**src/rtl/mod_mul_serial.sv**
```systemverilog
// Bit-serial interleaved modular multiplier r = a*b mod p, one bit of b per clock, MSB first.
// Optional operand range check is built when MODMUL_RANGE_CHECK_EN is defined.
module mod_mul_serial #(
  parameter int WIDTH = 256
) (
  input  logic             clk,
  input  logic             rst_n,
  input  logic             start,
  input  logic [WIDTH-1:0] a,
  input  logic [WIDTH-1:0] b,
  input  logic [WIDTH-1:0] p,
  output logic             busy,
  output logic             done,
  output logic [WIDTH-1:0] result,
  output logic             err
);

  localparam int CNT_W = (WIDTH > 1) ? $clog2(WIDTH) : 1;
  localparam int ACC_W = WIDTH + 2;

  typedef enum logic [1:0] {IDLE, RUN, DONE} state_t;

  state_t             state_q, state_d;
  logic [WIDTH-1:0]   a_q, a_d;
  logic [WIDTH-1:0]   b_q, b_d;
  logic [WIDTH-1:0]   p_q, p_d;
  logic [ACC_W-1:0]   acc_q, acc_d;
  logic [CNT_W-1:0]   cnt_q, cnt_d;
  logic [WIDTH-1:0]   result_q, result_d;
  logic [ACC_W-1:0]   p_ext;
  logic [ACC_W-1:0]   t1;
  logic [ACC_W-1:0]   t2;

`ifdef MODMUL_RANGE_CHECK_EN
  logic err_q, err_d;
  logic bad_op;
  assign bad_op = (p < WIDTH'(2)) || (a >= p) || (b >= p);
  assign err    = err_q;
`else
  assign err = 1'b0;
`endif

  assign p_ext = {2'b00, p_q};

  // One interleaved step: double-and-reduce, then conditional add-and-reduce.
  always_comb begin
    t1 = acc_q << 1;
    if (t1 >= p_ext) t1 = t1 - p_ext;
    t2 = t1 + (b_q[cnt_q] ? {2'b00, a_q} : '0);
    if (t2 >= p_ext) t2 = t2 - p_ext;
  end

  always_comb begin
    state_d  = state_q;
    a_d      = a_q;
    b_d      = b_q;
    p_d      = p_q;
    acc_d    = acc_q;
    cnt_d    = cnt_q;
    result_d = result_q;
`ifdef MODMUL_RANGE_CHECK_EN
    err_d    = err_q;
`endif
    case (state_q)
      IDLE: begin
        if (start) begin
          a_d     = a;
          b_d     = b;
          p_d     = p;
          acc_d   = '0;
          cnt_d   = CNT_W'(WIDTH - 1);
          state_d = RUN;
`ifdef MODMUL_RANGE_CHECK_EN
          err_d   = 1'b0;
          if (bad_op) begin
            err_d    = 1'b1;
            result_d = '0;
            state_d  = DONE;
          end
`endif
        end
      end
      RUN: begin
        acc_d = t2;
        if (cnt_q == '0) begin
          result_d = t2[WIDTH-1:0];
          state_d  = DONE;
        end else begin
          cnt_d = cnt_q - CNT_W'(1);
        end
      end
      DONE:    state_d = IDLE;
      default: state_d = IDLE;
    endcase
  end

  always_ff @(posedge clk) begin
    if (!rst_n) begin
      state_q  <= IDLE;
      acc_q    <= '0;
      cnt_q    <= '0;
      result_q <= '0;
`ifdef MODMUL_RANGE_CHECK_EN
      err_q    <= 1'b0;
`endif
    end else begin
      state_q  <= state_d;
      acc_q    <= acc_d;
      cnt_q    <= cnt_d;
      result_q <= result_d;
`ifdef MODMUL_RANGE_CHECK_EN
      err_q    <= err_d;
`endif
    end
  end

  // Operand registers only change on an accepted start, so they need no reset.
  always_ff @(posedge clk) begin
    a_q <= a_d;
    b_q <= b_d;
    p_q <= p_d;
  end

  assign busy   = (state_q == RUN);
  assign done   = (state_q == DONE);
  assign result = result_q;

endmodule

```
**config.mk**
```make
export PLATFORM = sky130hd
export DESIGN_NAME = mod_mul_serial
export DESIGN_NICKNAME = d
export VERILOG_FILES = /design/src/rtl/mod_mul_serial.sv
export SDC_FILE = /design/constraint.sdc
export NUM_CORES = 2
export LEC_CHECK = 0
export CAP_MARGIN = 5
export CORE_ASPECT_RATIO = 1.4
export CORE_MARGIN = 4
export CORE_UTILIZATION = 40
export CTS_BUF_LIST = sky130_fd_sc_hd__clkbuf_16
export CTS_CLUSTER_SIZE = 28
export DETAILED_ROUTE_END_ITERATION = 10
export GPL_ROUTABILITY_DRIVEN = 0
export PLACE_DENSITY_LB_ADDON = 0.15
export REMOVE_ABC_BUFFERS = 1
export SKIP_CTS_REPAIR_TIMING = 1
export SYNTH_ARGS = -nofsm -noshare
export SYNTH_HDL_FRONTEND = slang
export SYNTH_SLANG_ARGS = --single-unit
```
**constraint.sdc**
```tcl
create_clock -name clk -period 39.5 [get_ports clk]
set_input_delay 5.925 -clock clk [delete_from_list [all_inputs] [get_ports clk]]
set_output_delay 5.925 -clock clk [all_outputs]
set_load 0.005 [all_outputs]
```
# == Word level (Yosys, flattened, before mapping) ==
# Cells that the tools add are included.
# classes
add_sub_neg,4
order_cmp,3
n_eq_ne,5
mux,13
n_reduce_logical,8
# ops
op,count
$ge A258 B256 Y1,2
$mux W257,2
$pmux W257 S2,1
$add A258 B256 Y258,1
$mux W258,1
$sub A258 B256 Y258,1
$sub A257 B256 Y257,1
$mux W256,1
$mux W8,2
$pmux W8 S2,1
$lt A8 B9 Y1 const B,1
$bmux W1 S8,1
$logic_not A8 Y1,1
$reduce_and A2 Y1,4
$sub A8 B1 Y8 const B,1
$mux W2,2
$ne A2 B2 Y1 const B,2
$pmux W2 S2,1
$reduce_and A3 Y1,1
$eq A2 B1 Y1 const B,1
$eq A2 B2 Y1 const B,1
$logic_not A2 Y1,1
$ne A2 B1 Y1 const B,1
$reduce_bool A2 Y1,1
$mux W1,1
# totals
register_bits,1291
in_bits,771
output_inout_bits,259
word_cells,40

# == Logic depth before layout (Yosys ltp) ==
# logic_depth
ltp_word,7
depth_mapped,63

# == Worst setup path after synthesis ==
# No wires, ideal clock.
# synth_path
path_kind,input-to-reg
from,in start
to,reg cnt_q[6]
setup_time_ns,0.129
t_arrival_ns,22.931
t_required_ns,39.371
slack_ns,16.441
stages,7
path_buffers,0
path_cell_list,nand2_1 inv_1 nor2_1 or4b_2 nor3_1 xnor2_1 a21boi_0
# synth_via
elab_chain_cells,2
# synth_lines
element,line,text
from (decl),8,"input logic start,"
$ne A2 B2 Y1 (no source line),-,
$reduce_and A3 Y1 (no source line),-,
to (signal assigned),109,cnt_q <= cnt_d;
to (decl),28,"logic [CNT_W-1:0] cnt_q, cnt_d;"
# Every way passes these cells.
# A chain may end at the register's enable or synchronous reset.

# == Final worst setup path ==
# layout_path
from,reg p_q[0]
to,"reg result_q[109], in the netlist result[109]"
# layout_via
elab_chain_cells,5
word_cells_on_any_way,7
cone_classes,add/sub (3); order compare (2); mux (2)
# layout_lines
element,line,text
from (decl),26,"logic [WIDTH-1:0] p_q, p_d;"
from (signal assigned),121,p_q <= p_d;
$sub A258 B256 Y258 / $ge A258 B256 Y1 (equally long branches),48,if (t1 >= p_ext) t1 = t1 - p_ext;
$mux W258,48,
$add A258 B256 Y258,49,"t2 = t1 + (b_q[cnt_q] ? {2'b00, a_q} : '0);"
$sub A257 B256 Y257 / $ge A258 B256 Y1 (equally long branches),50,if (t2 >= p_ext) t2 = t2 - p_ext;
$mux W257 (*),50,
to (signal assigned),110,result_q <= result_d;
to (decl),29,"logic [WIDTH-1:0] result_q, result_d;"
# Every way passes the cells marked *; elsewhere a longest branch is shown, timed or not.

==> run summary <==
result of the run: complete, but fails checks
violations in the final reports: capacitance limit, slew limit
register bit count reported by yosys: 1291
buffers from clock root to sink, at most: 4
time the final worst path needs with I/O delays and setup: 21040 ps
GRT Resource Usage Total: 0.356
YS warnings: 0
die footprint: 0.262 mm^2
largest clock skew in the final design: 80.5 ps
commonest cells after routing, fill and taps aside: 1627 x sky130_fd_sc_hd__nand2_1, 1622 x sky130_fd_sc_hd__a21oi_1, 1329 x sky130_fd_sc_hd__o21ai_0, 1027 x sky130_fd_sc_hd__clkdlybuf4s50_1, 770 x sky130_fd_sc_hd__ha_1
worst hold start: result[189]
starting density of the core: 0.402
clock tree from TritonCTS: built
mean cell area of the mapped netlist: 8.02 um^2
share of async-settable or async-resettable flops after synthesis: 0
leading register cell type out of synthesis: sky130_fd_sc_hd__edfxtp_1
Min-Delay Path Class: reg -> reg
Post-Synthesis Cell Area: 0.101 mm^2
fraction of layout instances using a drive strength above 1: 0.0360
share of synthesized area occupied by flip-flops and latches: 0.331
Reg2Reg Depth: 54
internal reg-to-reg setup slack: 18460 ps
Clock Root Buffer: sky130_fd_sc_hd__clkbuf_16
routed via count divided by cell count: 6.31
hold path cells: 2
Total Nets Final: 14700
crit-path max FO: 190
upper clock frequency limit: 47.5 MHz
top-level port count: 1030
reported max-cap violation count: 2
input/output buffers: 1028
utilization of the core after routing: 0.470
Vias: 105000
die span in x: 434 um
number of endpoints failing setup at the final stage: 0
hold violation count in the final report: 0
data arrival time at the worst-slack endpoint: 21760 ps
worst reg2reg startpoint: p_q[0]
Post-synth EDFFs: 768
detailed placer's ending HPWL: 397000 um
router iterations before antenna repair: 10
cts bufs inserted: 148
Worst-path clk slew: 80 ps
max-slew headroom at the worst pin: -0.0261
share of the clock period used by the worst path after layout: 0.533
H-Tree Level Count: 4
category of the critical setup timing path: reg -> reg
Hold Path End: result[189]
number of cell rows: 218
instance count of the mapped netlist: 12600
largest vdd supply drop: 0.151 mV
die span in y: 604 um
power density over cell area: 85.5 mW/mm^2
count of final max-slew check failures: 3
post-synthesis cell type count: 95
slowest CP cell: sky130_fd_sc_hd__nor4_1
unrepaired setup endpoints after global routing: false
number of global-route vias before repair: 101000
signed area change from the synthesized netlist to the final layout: 16.8%
antenna violations before repair: 77
# clock sinks: 1291
setup tns final: 0 ps
gr ovfl total: 0
startpoint kind of the worst setup timing path: flip-flop
clock insertion delay at the later pin of the skew report: 900 ps
wire length of the first global-routing pass: 686000 um
number of design-rule violations left by the first detailed-router iteration: 12700
total routed wirelength: 489000 um
routed wire length per instance: 29.4 um
maximum number of pins on one net before global-route repair: 191
number of nets still failing antenna checks after routing: 0
most common cell after layout, fill and taps aside: sky130_fd_sc_hd__nand2_1
transition time of the tightest slew-check pin: 1530 ps
data required time of the worst path: 40210 ps
P_leak: 0.0458 uW
max incr delay on CP: 1130 ps
element type at the critical path end: flip-flop
endpoint of the worst-slack reg-to-reg timing path: result[109]
crit-path most repeated cell: sky130_fd_sc_hd__nand2_1
core footprint: 0.252 mm^2
Remaining DRCs: 0
-- worst max-delay path by stage --
stage          startpoint           to  slack, ps
6_report           p_q[0]  result[109]      18460
5_1_grt            p_q[1]  result[126]      18130
4_1_cts            p_q[1]  result[109]      19710
3_5_place_dp       p_q[0]   acc_q[141]      19720
3_3_place_gp       p_q[0]  result[141]      19980
2_1_floorplan      p_q[0]   acc_q[189]       4210
-- cell usage after synthesis, drive strengths merged (13+ instances only) --
master | count | share of area
o41ai | 16 | 0.0015
inv | 576 | 0.021
nor2 | 767 | 0.028
and4 | 21 | 0.0018
or3 | 44 | 0.0027
edfxtp | 768 | 0.23
ha | 770 | 0.095
a211oi | 46 | 0.0036
or2 | 30 | 0.0018
o311ai | 13 | 0.0011
clkbuf | 620 | 0.023
nand4 | 429 | 0.026
xor2 | 273 | 0.024
and2 | 289 | 0.018
o211ai | 57 | 0.0042
o221ai | 20 | 0.0017
mux2i | 69 | 0.0068
o31ai | 55 | 0.0042
o21ai | 1709 | 0.084
nor4 | 71 | 0.0044
o21bai | 275 | 0.020
a21oi | 1623 | 0.080
mux2 | 29 | 0.0032
dfxtp | 523 | 0.10
or4 | 17 | 0.0013
xnor2 | 487 | 0.042
a21o | 283 | 0.021
nor3 | 180 | 0.0089
a221oi | 26 | 0.0022
nand2 | 1629 | 0.060
a31oi | 84 | 0.0052
buf | 91 | 0.0055
o21a | 93 | 0.0069
a41oi | 13 | 0.0011
nand3 | 130 | 0.0064
nor2b | 54 | 0.0033
a21boi | 86 | 0.0064
and3 | 39 | 0.0024
nand2b | 73 | 0.0045
mux4 | 82 | 0.018
-- final cells by class --
type                            count  area (um^2)
Sequential cell                  1291        33500
Clock inverter                    104          756
Multi-Input combinational cell  10100        63000
Clock buffer                      154         3850
Fill cell                       24800       134000
Timing Repair Buffer             1107        10900
Tap cell                         3300         4130
Antenna cell                       31         77.6
Inverter                          576         2170
-- sequential cells by signal (all words and copies together) (netlist names) --
signal	flops
b_q	256
acc_q	257
state_q	2
a_q	256
result	256
p_q	256
cnt_q	8
-- metrics by stage --
stage	power (uW)	hold WS [ps]	std cells	cell area [um^2]	setup WS, ps
global route	10600	490	16600	118000	18130
finish	10100	458	16600	118000	18460
global placement	8470	450	16300	114000	19980
detailed placement	8480	449	16300	114000	19720
floorplan	6260	441	11900	98600	4210
CTS	9890	458	16600	118000	19710
-- power by group --
group | switching (uW) | internal [uW]
sequential | 85.7 | 1550
clock | 613 | 761
combinational | 4960 | 2160
-- logic make-up after synthesis --
kind of cell	count (synthesis)	synth area share
other	1	0.0000370
adder cells (fa/ha/maj)	773	0.0956
flip-flops	1291	0.331
XOR/XNOR	760	0.0656
AND/OR/NAND/NOR	3820	0.175
buffers and inverters	1287	0.0497
AO/OA/AOI/OAI	4531	0.256
multiplexers	180	0.0282
-- per-layer routing --
layer / routed length [um] / GRT usage / vias to the layer above
met1: 167000 / 0.387 / 48700
met4: 56900 / 0.328 / 60
li1: - / - / 47000
met2: 213000 / 0.559 / 7049
met5: 401 / 0.000186 / -
met3: 51600 / 0.0978 / 2176
-- critical path, delay by kind of cell (launching register included) --
family / cells / cell delay, ps
flip-flops: 1 / 380
AO/OA/AOI/OAI: 29 / 10010
multiplexers: 1 / 370
adder cells (fa/ha/maj): 3 / 1210
buffers and inverters: 6 / 3500
AND/OR/NAND/NOR: 14 / 4440
XOR/XNOR: 1 / 530
No activity file was read; power rests on OpenSTA's default activity.
